--- src/rtl/uart_pkg.sv ---
// Shared definitions for the UART receive FIFO: status bit layout,
// entry format and parameter defaults.
package uart_pkg;

  // Bit positions inside status_out
  localparam int OVR_BIT    = 7;
  localparam int H_PERR_BIT = 6;
  localparam int H_FERR_BIT = 5;
  localparam int TMO_BIT    = 4;
  localparam int CNT_MSB    = 3;
  localparam int CNT_LSB    = 0;

  // Parameter defaults
  localparam int          DEPTH_DEF   = 8;
  localparam logic [15:0] TIMEOUT_DEF = 16'd4000;

  // One stored byte with its {PERR, FERR} flags
  typedef struct packed {
    logic [1:0] err;
    logic [7:0] data;
  } rx_entry_t;

  // Assemble the status byte from its fields using the shared bit positions
  function automatic logic [7:0] pack_status(
    input logic       ovr,
    input logic [1:0] head_err,
    input logic       tmo,
    input logic [3:0] cnt
  );
    logic [7:0] v;
    v = 8'h00;
    v[OVR_BIT]          = ovr;
    v[H_PERR_BIT]       = head_err[1];
    v[H_FERR_BIT]       = head_err[0];
    v[TMO_BIT]          = tmo;
    v[CNT_MSB:CNT_LSB]  = cnt;
    return v;
  endfunction

endpackage

--- src/rtl/uart_idle_timer.sv ---
// Idle timer: counts clocks without FIFO activity, saturates at TIMEOUT.
// o_done is high whenever the count is at (or is about to reach) TIMEOUT,
// so the owner can set its flag on the same edge the count gets there.
module uart_idle_timer #(
  parameter logic [15:0] TIMEOUT = 16'd4000
) (
  input  logic i_clk,
  input  logic i_rst,
  input  logic i_clr,
  output logic o_done
);

  logic [15:0] r_cnt;
  logic [15:0] w_cnt_nxt;

  // Next count: clear wins, otherwise increment until saturated
  always_comb begin
    w_cnt_nxt = r_cnt;
    if (i_clr) begin
      w_cnt_nxt = 16'd0;
    end else if (r_cnt >= TIMEOUT) begin
      w_cnt_nxt = TIMEOUT;
    end else begin
      w_cnt_nxt = r_cnt + 16'd1;
    end
  end

  // Done flag reflects the value the counter holds after this edge
  always_comb begin
    o_done = 1'b0;
    if (w_cnt_nxt == TIMEOUT) begin
      o_done = 1'b1;
    end else begin
      o_done = 1'b0;
    end
  end

  // Counter register with synchronous active-low reset
  always_ff @(posedge i_clk) begin
    if (!i_rst) begin
      r_cnt <= 16'd0;
    end else begin
      r_cnt <= w_cnt_nxt;
    end
  end

endmodule

--- src/rtl/uart_rx_fifo.sv ---
// UART receive FIFO with first-word-fall-through head, sticky overrun,
// idle timeout flag and a registered level interrupt request.
module uart_rx_fifo
  import uart_pkg::*;
#(
  parameter int          DEPTH   = DEPTH_DEF,
  parameter logic [15:0] TIMEOUT = TIMEOUT_DEF
) (
  input  logic       clk,
  input  logic       rst,
  input  logic       rx_valid,
  input  logic [7:0] rx_data,
  input  logic [1:0] rx_err,
  input  logic       rd_data,
  input  logic       rd_status,
  input  logic [3:0] thresh,
  output logic [7:0] data_out,
  output logic [7:0] status_out,
  output logic       int_req,
  output logic       empty,
  output logic       full
);

  localparam int              AW      = $clog2(DEPTH);
  localparam int              CW      = AW + 1;
  localparam logic [CW-1:0]   DEPTH_C = CW'(DEPTH);

  rx_entry_t       r_mem [DEPTH];
  logic [AW-1:0]   r_wr_ptr;
  logic [AW-1:0]   r_rd_ptr;
  logic [CW-1:0]   r_count;
  logic            r_ovr;
  logic            r_tmo;
  logic            r_int;

  logic [CW-1:0]   w_count_nxt;
  logic            w_empty;
  logic            w_full;
  logic            w_push;
  logic            w_pop;
  logic            w_ovr_evt;
  logic            w_ovr_nxt;
  logic            w_tmo_nxt;
  logic            w_tmr_clr;
  logic            w_tmr_done;
  logic            w_int_nxt;
  logic [4:0]      w_thr;
  logic [4:0]      w_cnt_ext;
  rx_entry_t       w_head;

  // Occupancy flags and the push/pop/overrun decisions for this cycle.
  // A pop on a full FIFO frees the slot first, so a coincident push is taken.
  always_comb begin
    w_empty   = (r_count == {CW{1'b0}});
    w_full    = (r_count == DEPTH_C);
    w_pop     = rd_data & ~w_empty;
    w_push    = rx_valid & (~w_full | w_pop);
    w_ovr_evt = rx_valid & w_full & ~rd_data;
  end

  // Next occupancy count
  always_comb begin
    w_count_nxt = r_count;
    case ({w_push, w_pop})
      2'b10:   w_count_nxt = r_count + CW'(1);
      2'b01:   w_count_nxt = r_count - CW'(1);
      default: w_count_nxt = r_count;
    endcase
  end

  // Sticky overrun: a new overrun beats a coincident status read
  always_comb begin
    w_ovr_nxt = r_ovr;
    if (w_ovr_evt) begin
      w_ovr_nxt = 1'b1;
    end else if (rd_status) begin
      w_ovr_nxt = 1'b0;
    end else begin
      w_ovr_nxt = r_ovr;
    end
  end

  // Timeout flag: cleared by a pop, set when the idle timer reaches its limit
  always_comb begin
    w_tmo_nxt = r_tmo;
    if (w_pop) begin
      w_tmo_nxt = 1'b0;
    end else if (w_tmr_done) begin
      w_tmo_nxt = 1'b1;
    end else begin
      w_tmo_nxt = r_tmo;
    end
  end

  // Interrupt level from current state; a threshold of 0 behaves as 1
  always_comb begin
    w_cnt_ext = 5'(r_count);
    if (thresh == 4'd0) begin
      w_thr = 5'd1;
    end else begin
      w_thr = {1'b0, thresh};
    end
    w_int_nxt = (w_cnt_ext >= w_thr) | r_ovr | r_tmo;
  end

  // Head entry and outputs; stale storage is masked while empty
  always_comb begin
    w_head = r_mem[r_rd_ptr];
    if (w_empty) begin
      data_out   = 8'h00;
      status_out = pack_status(r_ovr, 2'b00, r_tmo, 4'(r_count));
    end else begin
      data_out   = w_head.data;
      status_out = pack_status(r_ovr, w_head.err, r_tmo, 4'(r_count));
    end
    int_req = r_int;
    empty   = w_empty;
    full    = w_full;
  end

  assign w_tmr_clr = w_push | w_pop | w_empty;

  uart_idle_timer #(
    .TIMEOUT (TIMEOUT)
  ) u_idle_timer (
    .i_clk  (clk),
    .i_rst  (rst),
    .i_clr  (w_tmr_clr),
    .o_done (w_tmr_done)
  );

  // Storage write; contents are not reset since they are never visible when empty
  always_ff @(posedge clk) begin
    if (rst && w_push) begin
      r_mem[r_wr_ptr] <= '{err: rx_err, data: rx_data};
    end
  end

  // Pointers, count and flags with synchronous active-low reset
  always_ff @(posedge clk) begin
    if (!rst) begin
      r_wr_ptr <= {AW{1'b0}};
      r_rd_ptr <= {AW{1'b0}};
      r_count  <= {CW{1'b0}};
      r_ovr    <= 1'b0;
      r_tmo    <= 1'b0;
      r_int    <= 1'b0;
    end else begin
      if (w_push) begin
        r_wr_ptr <= r_wr_ptr + AW'(1);
      end else begin
        r_wr_ptr <= r_wr_ptr;
      end
      if (w_pop) begin
        r_rd_ptr <= r_rd_ptr + AW'(1);
      end else begin
        r_rd_ptr <= r_rd_ptr;
      end
      r_count <= w_count_nxt;
      r_ovr   <= w_ovr_nxt;
      r_tmo   <= w_tmo_nxt;
      r_int   <= w_int_nxt;
    end
  end

endmodule

--- config.mk ---
export PLATFORM = sky130hd
export DESIGN_NAME = uart_rx_fifo
export DESIGN_NICKNAME = d
export VERILOG_FILES = /design/src/rtl/uart_pkg.sv /design/src/rtl/uart_idle_timer.sv /design/src/rtl/uart_rx_fifo.sv
export SDC_FILE = /design/constraint.sdc
export NUM_CORES = 1
export LEC_CHECK = 0
export CELL_PAD_IN_SITES_DETAIL_PLACEMENT = 2
export CELL_PAD_IN_SITES_GLOBAL_PLACEMENT = 2
export CORE_UTILIZATION = 42
export CTS_CLUSTER_DIAMETER = 40
export DETAILED_ROUTE_END_ITERATION = 16
export HOLD_SLACK_MARGIN = 0.08
export PLACE_DENSITY_LB_ADDON = 0.3
export SYNTH_ARGS = -nofsm -noshare
export SYNTH_HDL_FRONTEND = slang
export SYNTH_HIERARCHICAL = 1
export SYNTH_SLANG_ARGS = --single-unit
--- constraint.sdc ---
create_clock -name clk -period 2.6 [get_ports clk]
set_input_delay 0.52 -clock clk [delete_from_list [all_inputs] [get_ports clk]]
set_output_delay 0.52 -clock clk [all_outputs]
set_load 0.05 [all_outputs]
==> run metrics, run 1 <==
outcome=complete, no violations; first-pass GRT wire length=18.4 mm; yosys warns=6; r2r endpoint=r_tmo$_SDFFE_PP0P_; CP max FO=11; Clock Tree Buf Depth=2; vias per cell=5.49; vias in the first global route=3153; I/O pin count=38; htree depth=3; Sw Ratio=36.6%; Synth async-reset ratio=0%; most frequent cells in the layout=edfxtp_1, dfxtp_1, buf_4; setup TNS=0 ps; P_sw=between 2 and 2.5 mW; First-pass DRT Iterations=4; Critical Path Max Stage Delay=560 ps; root buf cell=clkbuf_16; Post-DP Area=5410 sq um; synthesis-to-finish area growth=21.2%; fmax=397 MHz; largest net degree at the start of global routing=21; CP required=between 2000 and 2500 ps; RSZ-0062 raised after global routing=false; CP startpoint=r_count[3]$_SDFFE_PN0P_; number of remaining DRC errors=0; Nets=407; Critical Path AT=2000 ps; reg-to-reg startpoint=r_count[0]$_SDFFE_PN0P_; EDFF count, synth=80; combinational fraction of design power=39.1%; initial antenna violation count=0; WL/cell=23.1 um; CTS tree=done; predominant post-synthesis flop cell=edfxtp_1; dpl cells=approximately 500; Yosys top cell by area=edfxtp_1; die area=11700 sq um; Worst-path clk slew=approximately 70 ps; sequential fraction of the synthesis area=64.2%; total routed wirelength=12.0 mm; routability-driven placement congestion ratio=0.736; Critical Path Start Type=register; area of the core=10900 sq um; Slowest-stage cell, CP=or4_1; Max-Cap Viols=0; die height=between 100 and 150 um; # rows=38; met2 usage=40.9%; GR Util All Layers=22.1%; total CTS buffers=9; CP Class=register to output pin; Ant. Diodes=0; VDD IR max=roughly 0.8 mV; Detail Route Antenna Nets=0; Post-CTS Setup Bufs=0; Buffers on Ports=37; Final Max Tran Viols=0; Leak Pwr=1.98 nW; post-DP HPWL=between 7 and 8 mm; FF-to-FF setup slack=150 ps; clock share of power=between 20% and 30%; crit path cell chain=buf_4 -> or4_1 -> inv_1 -> buf_6 -> nor2_1 -> buf_4; Syn Area/Cell=15.1 sq um; Yosys reg bits=around 110; total global routing overflow=0; clk_lat worst skew=350 ps; Synth cell types=56; CP endpoint kind=output pin; area share of the largest cell type after synthesis=50.7%; Hold Violations, Final=0; Setup-failing EPs final=0; most common cell after layout, fill and taps aside=edfxtp_1; Worst Reg-to-Reg Cells=10; Final period util=96.9%; hold depth=2; Internal=3.63 mW; DR iter-0 viols=86; Starting Density=43.4%; Cell Area, Synth=4740 sq um; worst clock skew=~14 ps; Worst-Margin Slew=505 ps; die width=~110 um; Finished Layout Cells=521; Relative slew margins=66.2%; P per Cell Area=996 nW/um^2; Hold EP=r_count[3]$_SDFFE_PN0P_; grt peak-use layer=met2; min-delay src=r_count[3]$_SDFFE_PN0P_; met1 Resource Use GR=26.7%; Min-Delay Path Class=register to register; synth top area cells=edfxtp_1, dfxtp_1, mux4_2; met3 global-route usage=4.22%; minimum clock period=2520 ps; cells after synthesis=314; Seq pwr share=between 30% and 40%; most used cell, CP=buf_4; share of layout cells above drive strength 1=23.9%; fin area=5750 sq um; total number of vias=2861; clock sinks=112
## flip-flops by register name, summed over array words and instances (netlist names), named ones only
signal	cells
r_mem	80
r_wr_ptr	3
int_req	1
r_count	4
r_ovr	1
u_idle_timer/r_cnt	16
r_tmo	1
r_rd_ptr	3
## power by group through the flow
stage                     combinational, mW  clock, mW  sequential [mW]
after global routing                   2.40       1.41             2.17
after floorplan                        1.31          0             2.28
after detailed placement               2.19          0             2.18
after global placement                 2.10          0             2.17
final                                  2.24       1.33             2.16
after CTS                              2.22       1.36             2.14
## metal layers
metal	up-vias	wire, um
met5	-	0
met4	0	57
met3	6	489
met2	70	6620
met1	1489	4860
li1	1296	-
## layout make-up
type / count / area, sq um
fillers: 1022 / 5190
flip-flops and latches: 112 / 3050
multi-input cells: 179 / 1620
repair buffers: 59 / 552
clock buffers: 10 / 229
well taps: 140 / 175
inverters: 15 / 61.3
clock inverters: 6 / 60.1
## logic make-up (layout without fill, tap and decap cells)
family                   after synthesis  in the layout  share of synthesized area (%)
AND/OR/NAND/NOR                       87             87                           10.1
flip-flops                           112            112                           64.2
adder cells (fa/ha/maj)               12             12                           3.32
multiplexers                          32             32                           12.0
AO/OA/AOI/OAI                         30             30                           5.25
XOR/XNOR                              14             14                           2.59
other                                  1              4                         0.0791
buffers and inverters                 26             90                           2.43
## how the worst max path moves through the flow
stage	endpoint	slack, ps	depth (start not counted)
2_1_floorplan	r_mem[1][0]$_DFFE_PP_	-60	4
3_3_place_gp	r_tmo$_SDFFE_PP0P_	130	10
3_5_place_dp	r_tmo$_SDFFE_PP0P_	-50	10
4_1_cts	data_out[7]	30	6
5_1_grt	data_out[7]	2	6
6_report	data_out[7]	80	6
## critical path, delay by kind of cell (launching register included)
family,cells,cell delay [ps]
simple gates,2,660
flops,1,340
buf+inv,4,640
## metrics by stage
stage	setup WS (ps)	power (mW)	util, %	hold slack [ps]
global placement	128	4.27	49.5	488
CTS	26.7	5.72	52.2	519
finish	80.8	5.72	52.6	488
floorplan	-58.7	3.60	-	467
global route	1.59	5.98	52.6	528
detailed placement	-54.3	4.37	49.5	508
## Yosys cell counts, types with 4 or more instances
library cell	count
edfxtp_1	80
dfxtp_1	32
nor2_1	25
mux4_2	20
inv_1	14
nand2_1	13
mux2i_1	12
nor3_1	12
xnor2_1	12
ha_1	11
a21oi_1	8
and2_1	6
nand3_1	5
clkbuf_1	4
nor2b_1	4
## timing repair
action / in CTS / in global routing
hold buffers: 0 / 0
setup endpoints to repair: 1 / 2
gates cloned: 0 / 1
resized for setup: 1 / 4
Power figures use the tool's default switching activity.
==> run 2: changes to the inputs <==
--- a/config.mk
+++ b/config.mk
@@ -10,6 +10,7 @@
 export CORE_UTILIZATION = 42
 export CTS_CLUSTER_DIAMETER = 40
 export DETAILED_ROUTE_END_ITERATION = 16
+export GPL_TIMING_DRIVEN = 1
 export HOLD_SLACK_MARGIN = 0.08
 export PLACE_DENSITY_LB_ADDON = 0.3
 export SYNTH_ARGS = -nofsm -noshare
==> results of run 2 <==
No change in the layout: final DEF, timing and power equal those of run 1.
==> run 3: changes to the inputs <==
--- a/config.mk
+++ b/config.mk
@@ -10,9 +10,8 @@
 export CORE_UTILIZATION = 42
 export CTS_CLUSTER_DIAMETER = 40
 export DETAILED_ROUTE_END_ITERATION = 16
-export GPL_TIMING_DRIVEN = 1
 export HOLD_SLACK_MARGIN = 0.08
-export PLACE_DENSITY_LB_ADDON = 0.3
+export PLACE_DENSITY_LB_ADDON = 0.2
 export SYNTH_ARGS = -nofsm -noshare
 export SYNTH_HDL_FRONTEND = slang
 export SYNTH_HIERARCHICAL = 1
==> run 3 against run 2 <==
  * Wire length is 3.6% lower
  * Die area did not move
  * First-iteration DRC count increased by 36%
  * Setup slack better by 33 ps
  * Maximum frequency up 1.3%
  * Cell count is 0.38% lower
  * Critical path depth did not move
  * Combinational power down 2%
  * Core utilization decreased by 0.49 points
==> run metrics, run 3 (synthesis results as in run 1) <==
clock sinks=112 (unchanged); min-delay src=r_count[3]$_SDFFE_PN0P_; outcome=complete, no violations; RSZ-0062 raised after global routing=false; first-pass GRT wire length=18.5 mm (+0.37%); CTS tree=done; Min-Delay Path Class=register to register; Post-CTS Setup Bufs=0 (unchanged); Finished Layout Cells=519 (-0.38%); Slowest-stage cell, CP=or4_1; Buffers on Ports=37 (unchanged); VDD IR max=0.631 mV (-19%); P per Cell Area=994 nW/um^2 (-0.20%); synthesis-to-finish area growth=20.1%; CP required=2080 ps (about the same); r2r endpoint=r_tmo$_SDFFE_PP0P_; largest net degree at the start of global routing=21 (unchanged); most common cell after layout, fill and taps aside=edfxtp_1; First-pass DRT Iterations=6 (+2); initial antenna violation count=0 (unchanged); WL/cell=22.3 um (-3.2%); crit path cell chain=buf_4 -> or4_1 -> inv_1 -> buf_6 -> nor2_1 -> buf_4; Hold EP=r_count[3]$_SDFFE_PN0P_; Hold Violations, Final=0 (unchanged); total routed wirelength=11.6 mm (-3.6%); die width=108 um (unchanged); root buf cell=clkbuf_16; Layout Utilization=52.1% (-0.49 points); Buf/Inv on CP=4 (unchanged); reg-to-reg startpoint=r_count[0]$_SDFFE_PN0P_; GR Util All Layers=22.2% (+0.16 points); # rows=38 (unchanged); Regs by FF count=r_mem (80), u_idle_timer/r_cnt (16), r_count (4); Clock Tree Buf Depth=2 (unchanged); CP max FO=11 (unchanged); routability-driven placement congestion ratio=0.748 (+1.6%); critical path's top delay family=simple AND/OR/NAND/NOR gates; FF-to-FF setup slack=210 ps (+60 ps); CP Class=register to output pin; Final period util=95.6% (-1.3 points); post-DP HPWL=7.88 mm (-0.92%); Critical Path Start Type=register; number of flip-flops in the largest register=80 (unchanged); total CTS buffers=9 (unchanged); most used cell, CP=buf_4; Worst-path clk slew=60 ps (about the same); Critical Path AT=1970 ps (-30 ps); total global routing overflow=0 (unchanged); Worst Reg-to-Reg Cells=10 (unchanged); dpl cells=504 (unchanged); die area=11700 sq um (unchanged); setup ws final=113 ps (+32.6 ps); CP startpoint=r_count[3]$_SDFFE_PN0P_; CP endpoint kind=output pin; worst clock skew=7.69 ps (-6.61 ps); I/O pin count=38 (unchanged); Setup-failing EPs final=0 (unchanged); Final Max Tran Viols=0 (unchanged); die height=108 um (unchanged); htree depth=3 (unchanged); hold depth=2 (unchanged); DR iter-0 viols=117 (+36%); Leak Pwr=1.96 nW (-1.0%); Biggest register=r_mem; total number of vias=2876 (+0.52%); pre-CTS worst setup slack=-31.4 ps (+22.9 ps); number of remaining DRC errors=0 (unchanged); vias in the first global route=3266 (+3.6%); most frequent cells in the layout=edfxtp_1, dfxtp_1, buf_4; share of layout cells above drive strength 1=22.4% (-1.5 points); Worst-Margin Slew=543 ps (+38.0 ps); Detail Route Antenna Nets=0 (unchanged); fmax=402 MHz (+1.3%); Nets=406 (-0.25%); minimum clock period=2490 ps (-32.6 ps); Max-Cap Viols=0 (unchanged); Relative slew margins=63.4% (-2.8 points); clk_lat worst skew=340 ps (about the same); vias per cell=5.54 (+0.91%); Ant. Diodes=0 (unchanged); area of the core=10900 sq um (unchanged); Starting Density=43.4% (unchanged); Critical Path Max Stage Delay=590 ps (+30 ps)
run 3: cell count changes in the layout (fill, tap and decap cells not counted), sizes merged:
cell and change:
clkbuf +4, inv -4, clkinv -2
run 3: how the worst max path moves through the flow:
stage / endpoint / slack (ps) / cells past startpoint
global placement: r_tmo$_SDFFE_PP0P_ / 100 / 10
detailed placement: r_tmo$_SDFFE_PP0P_ / -30 / 10
global route: r_tmo$_SDFFE_PP0P_ / 3 / 10
finish: data_out[4] / 110 / 6
CTS: data_out[4] / 20 / 6
floorplan: r_mem[1][0]$_DFFE_PP_ / -60 / 4
run 3: stage by stage:
stage                     cell area (sq um)  hold WS [ps]  setup TNS [ps]  power, mW
after floorplan                        4750           467           -1170       3.60
after global placement                 5410           492               0       4.29
after detailed placement               5410           510           -31.4       4.39
after CTS                              5690           525               0       5.71
after global routing                   5690           508               0       5.92
final                                  5690           494               0       5.66
run 3: layout make-up:
type,instances,area [sq um]
clock buffers,15,278
fillers,1044,5240
inverters,15,61.3
multi-input cells,179,1610
flip-flops and latches,112,3040
well taps,140,175
repair buffers,58,527
run 3: metal layers:
layer	up-vias	global-route usage [%]	part of all wire (%)
met5	-	0	0
met4	0	6.27	0.95
met3	9	4.28	3.1
met2	55	39.8	53
met1	1514	27.3	43
li1	1298	-	-
run 3: worst min-delay path, stage by stage (launching register included):
cell and delay (ps):
dfxtp_2 340, nand2_1 50, mux2i_1 60
run 3: where the power goes:
| part | internal, mW | leakage (nW) | switching (mW) |
|---|---|---|---|
| sequential | 2.04 | 0.985 | 0.109 |
| combinational | 0.893 | 0.839 | 1.30 |
| clock | 0.726 | 0.136 | 0.595 |
| total | 3.66 | 1.96 | 2.00 |
run 3: what timing repair did:
| item | 4_1_cts | 5_1_grt |
|---|---|---|
| resized for setup | 0 | 2 |
| hold buffers | 0 | 0 |
| setup endpoints to repair | 0 | 10 |
==> edit: new RTL, settings of run 3 <==
Make the reset (`i_rst` and `rst`) asynchronous in 2 clocked blocks. Comments in the files are not updated.
--- a/src/rtl/uart_idle_timer.sv
+++ b/src/rtl/uart_idle_timer.sv
@@ -36,7 +36,7 @@
   end
 
   // Counter register with synchronous active-low reset
-  always_ff @(posedge i_clk) begin
+  always_ff @(posedge i_clk or negedge i_rst) begin
     if (!i_rst) begin
       r_cnt <= 16'd0;
     end else begin
--- a/src/rtl/uart_rx_fifo.sv
+++ b/src/rtl/uart_rx_fifo.sv
@@ -137,7 +137,7 @@
   end
 
   // Pointers, count and flags with synchronous active-low reset
-  always_ff @(posedge clk) begin
+  always_ff @(posedge clk or negedge rst) begin
     if (!rst) begin
       r_wr_ptr <= {AW{1'b0}};
       r_rd_ptr <= {AW{1'b0}};
Behaviour: differs if rst is asserted again (counterexample within 4 cycles, from zero or initial values and one cycle with rst low); with rst held inactive, the same outputs for 10 cycles.
==> edit against run 3 <==
Sequential share of layout area rose by 0.72 points; total power rose by 11%; final area rose by 1.6%; global-route usage rose by 0.95 points; critical path depth rose by 3; setup slack got worse by 0.074 ns; synthesized area rose by 0.40%; utilization rose by 0.82 points; clock skew barely moved; sequential cell count fell by 3; wire length rose by 4.6%; non-clock buffer count rose by 5; synthesized cell count fell by 2.9%; critical endpoint is now r_tmo.
==> edit: results (changes against run 3) <==
status: "completed"  # unchanged
ys_seq_area_frac: 0.657  # was 0.642
drt_first_pass_iters: 4  # was 6
vias: 2840  # was 2,876
regArea_um2: 3130  # was 3040 um^2
wl_per_cell_um: 23.5  # was 22.3 um
hpwl_um: 8180  # was 7880 um
min_path_cells: 1  # was 2
grt_usage: 0.232  # was 0.222
grt_max_degree: 22  # was 21
synth_common_cells: "80 x edfxtp_1, 29 x dfrtp_1, 28 x nor2_1"  # was 80 x edfxtp_1, 32 x dfxtp_1, 25 x nor2_1
avgSynthCellArea_um2: 15.6  # was 15.1 um^2
final-clk-cell-share: 0.0474  # was 0.0488
min_to: "r_count[3]"  # unchanged
preCtsSetupSlack_ns: -0.102  # was -0.0314 ns
multi_input_cells: 168  # was 179
placed_area_um2: 5440  # was 5410 um^2
nClkBuffers: 9  # was 15
p_switching_w: 0.00242  # was 0.00200 W
skew_ns: 0.00789  # was 0.00769 ns
worstSetupEndpoint: "r_tmo"  # was data_out[4]
top_regs: "r_mem: 80 flops, u_idle_timer/r_cnt: 16 flops, r_count: 4 flops"  # unchanged
synthArstFlopShare: 0.266  # was 0
critPathArrivalTime_ns: 2.85  # was 1.97 ns
gp_congestion: 0.729  # was 0.748
finalSetupViolations: 0  # unchanged
worst_pin_slew_ns: 0.510  # was 0.543 ns
grt_pass1_wl_um: 18900  # was 18,500 um
placedCellCount: 496  # was 504
finalPower_w: 0.00626  # was 0.00566 W
cp_max_fo: 2  # was 11
worstHoldStart: "r_count[3]"  # unchanged
p_comb_frac: 0.436  # was 0.387
drt_iter0_drc: 125  # was 117
synth_area_leaders: "edfxtp_1 50%, dfrtp_1 15%, mux4_2 9.5%"  # was edfxtp_1 51%, dfxtp_1 14%, mux4_2 9.5%
fill_cells: 1011  # was 1,044
clock-sinks: 109  # was 112
synth_cell_types: 51  # was 56
p_per_area_nw_per_um2: 1080  # was 994 nW/um^2
nets: 401  # was 406
cts.clk_slew.worst_paths_ns: 0.07
fin_crit_sh: 0.985  # was 0.956
multi_input_area_um2: 1540  # was 1610 um^2
grt_pass1_vias: 3139  # was 3,266
drive_gt1_frac: 0.259  # was 0.224
inv_count: 19  # was 15
hold_ws_ns: 0.498  # was 0.494 ns
htree_levels: 3  # unchanged
signal_buffer_area_fraction: 0.101  # was 0.0925
cp-startpoint: "r_count[2]"  # was r_count[3]
antenna_cells: 0  # unchanged
insertion_delay_ns: 0.36  # was 0.34 ns
worst_r2r_path_depth: 9  # was 10
buffers: 63  # was 58
vdd_drop_max_uv: 600  # was 631 uV
r2r_slack_ns: 0.04  # was 0.21 ns
drt_wl_total_um: 12100  # was 11,600 um
area_growth_pct: 21.5  # was 20.1%
yosys_warnings: 6  # unchanged
power_leakage_nw: 2.11  # was 1.96 nW
edit: kinds of logic after synthesis:
logic type	count (synthesis)	synth area share
flops	109	0.657
simple gates	75	0.0807
mux	32	0.120
buf+inv	31	0.0310
compound gates	29	0.0476
xor+xnor	16	0.0294
fa+ha+maj	12	0.0331
other cells	1	0.000788
edit: critical path: stages, from the launching register on:
cell and delay, ns:
dfrtp_2 0.41, or4b_4 0.56, o21a_4 0.25, clkinv_4 0.05, ha_4 0.13, nand2b_4 0.06, nand4b_1 0.18, or4_4 0.50
o32ai_2 0.21, o21a_1 0.16
edit: repair_timing:
item                                    CTS  global route
cloned                                    1             0
gates resized for setup                   3             4
buffers inserted                          2             0
pin swaps                                 3             4
endpoints found under the setup margin    3             5
edit: per-layer routing:
metal | vias to the layer above | routed length [um] | GRT usage
li1 | 1277 | - | -
met1 | 1505 | 5210 | 0.287
met2 | 41 | 6390 | 0.396
met3 | 17 | 281 | 0.0506
met4 | 0 | 248 | 0.0878
met5 | - | 0 | 0
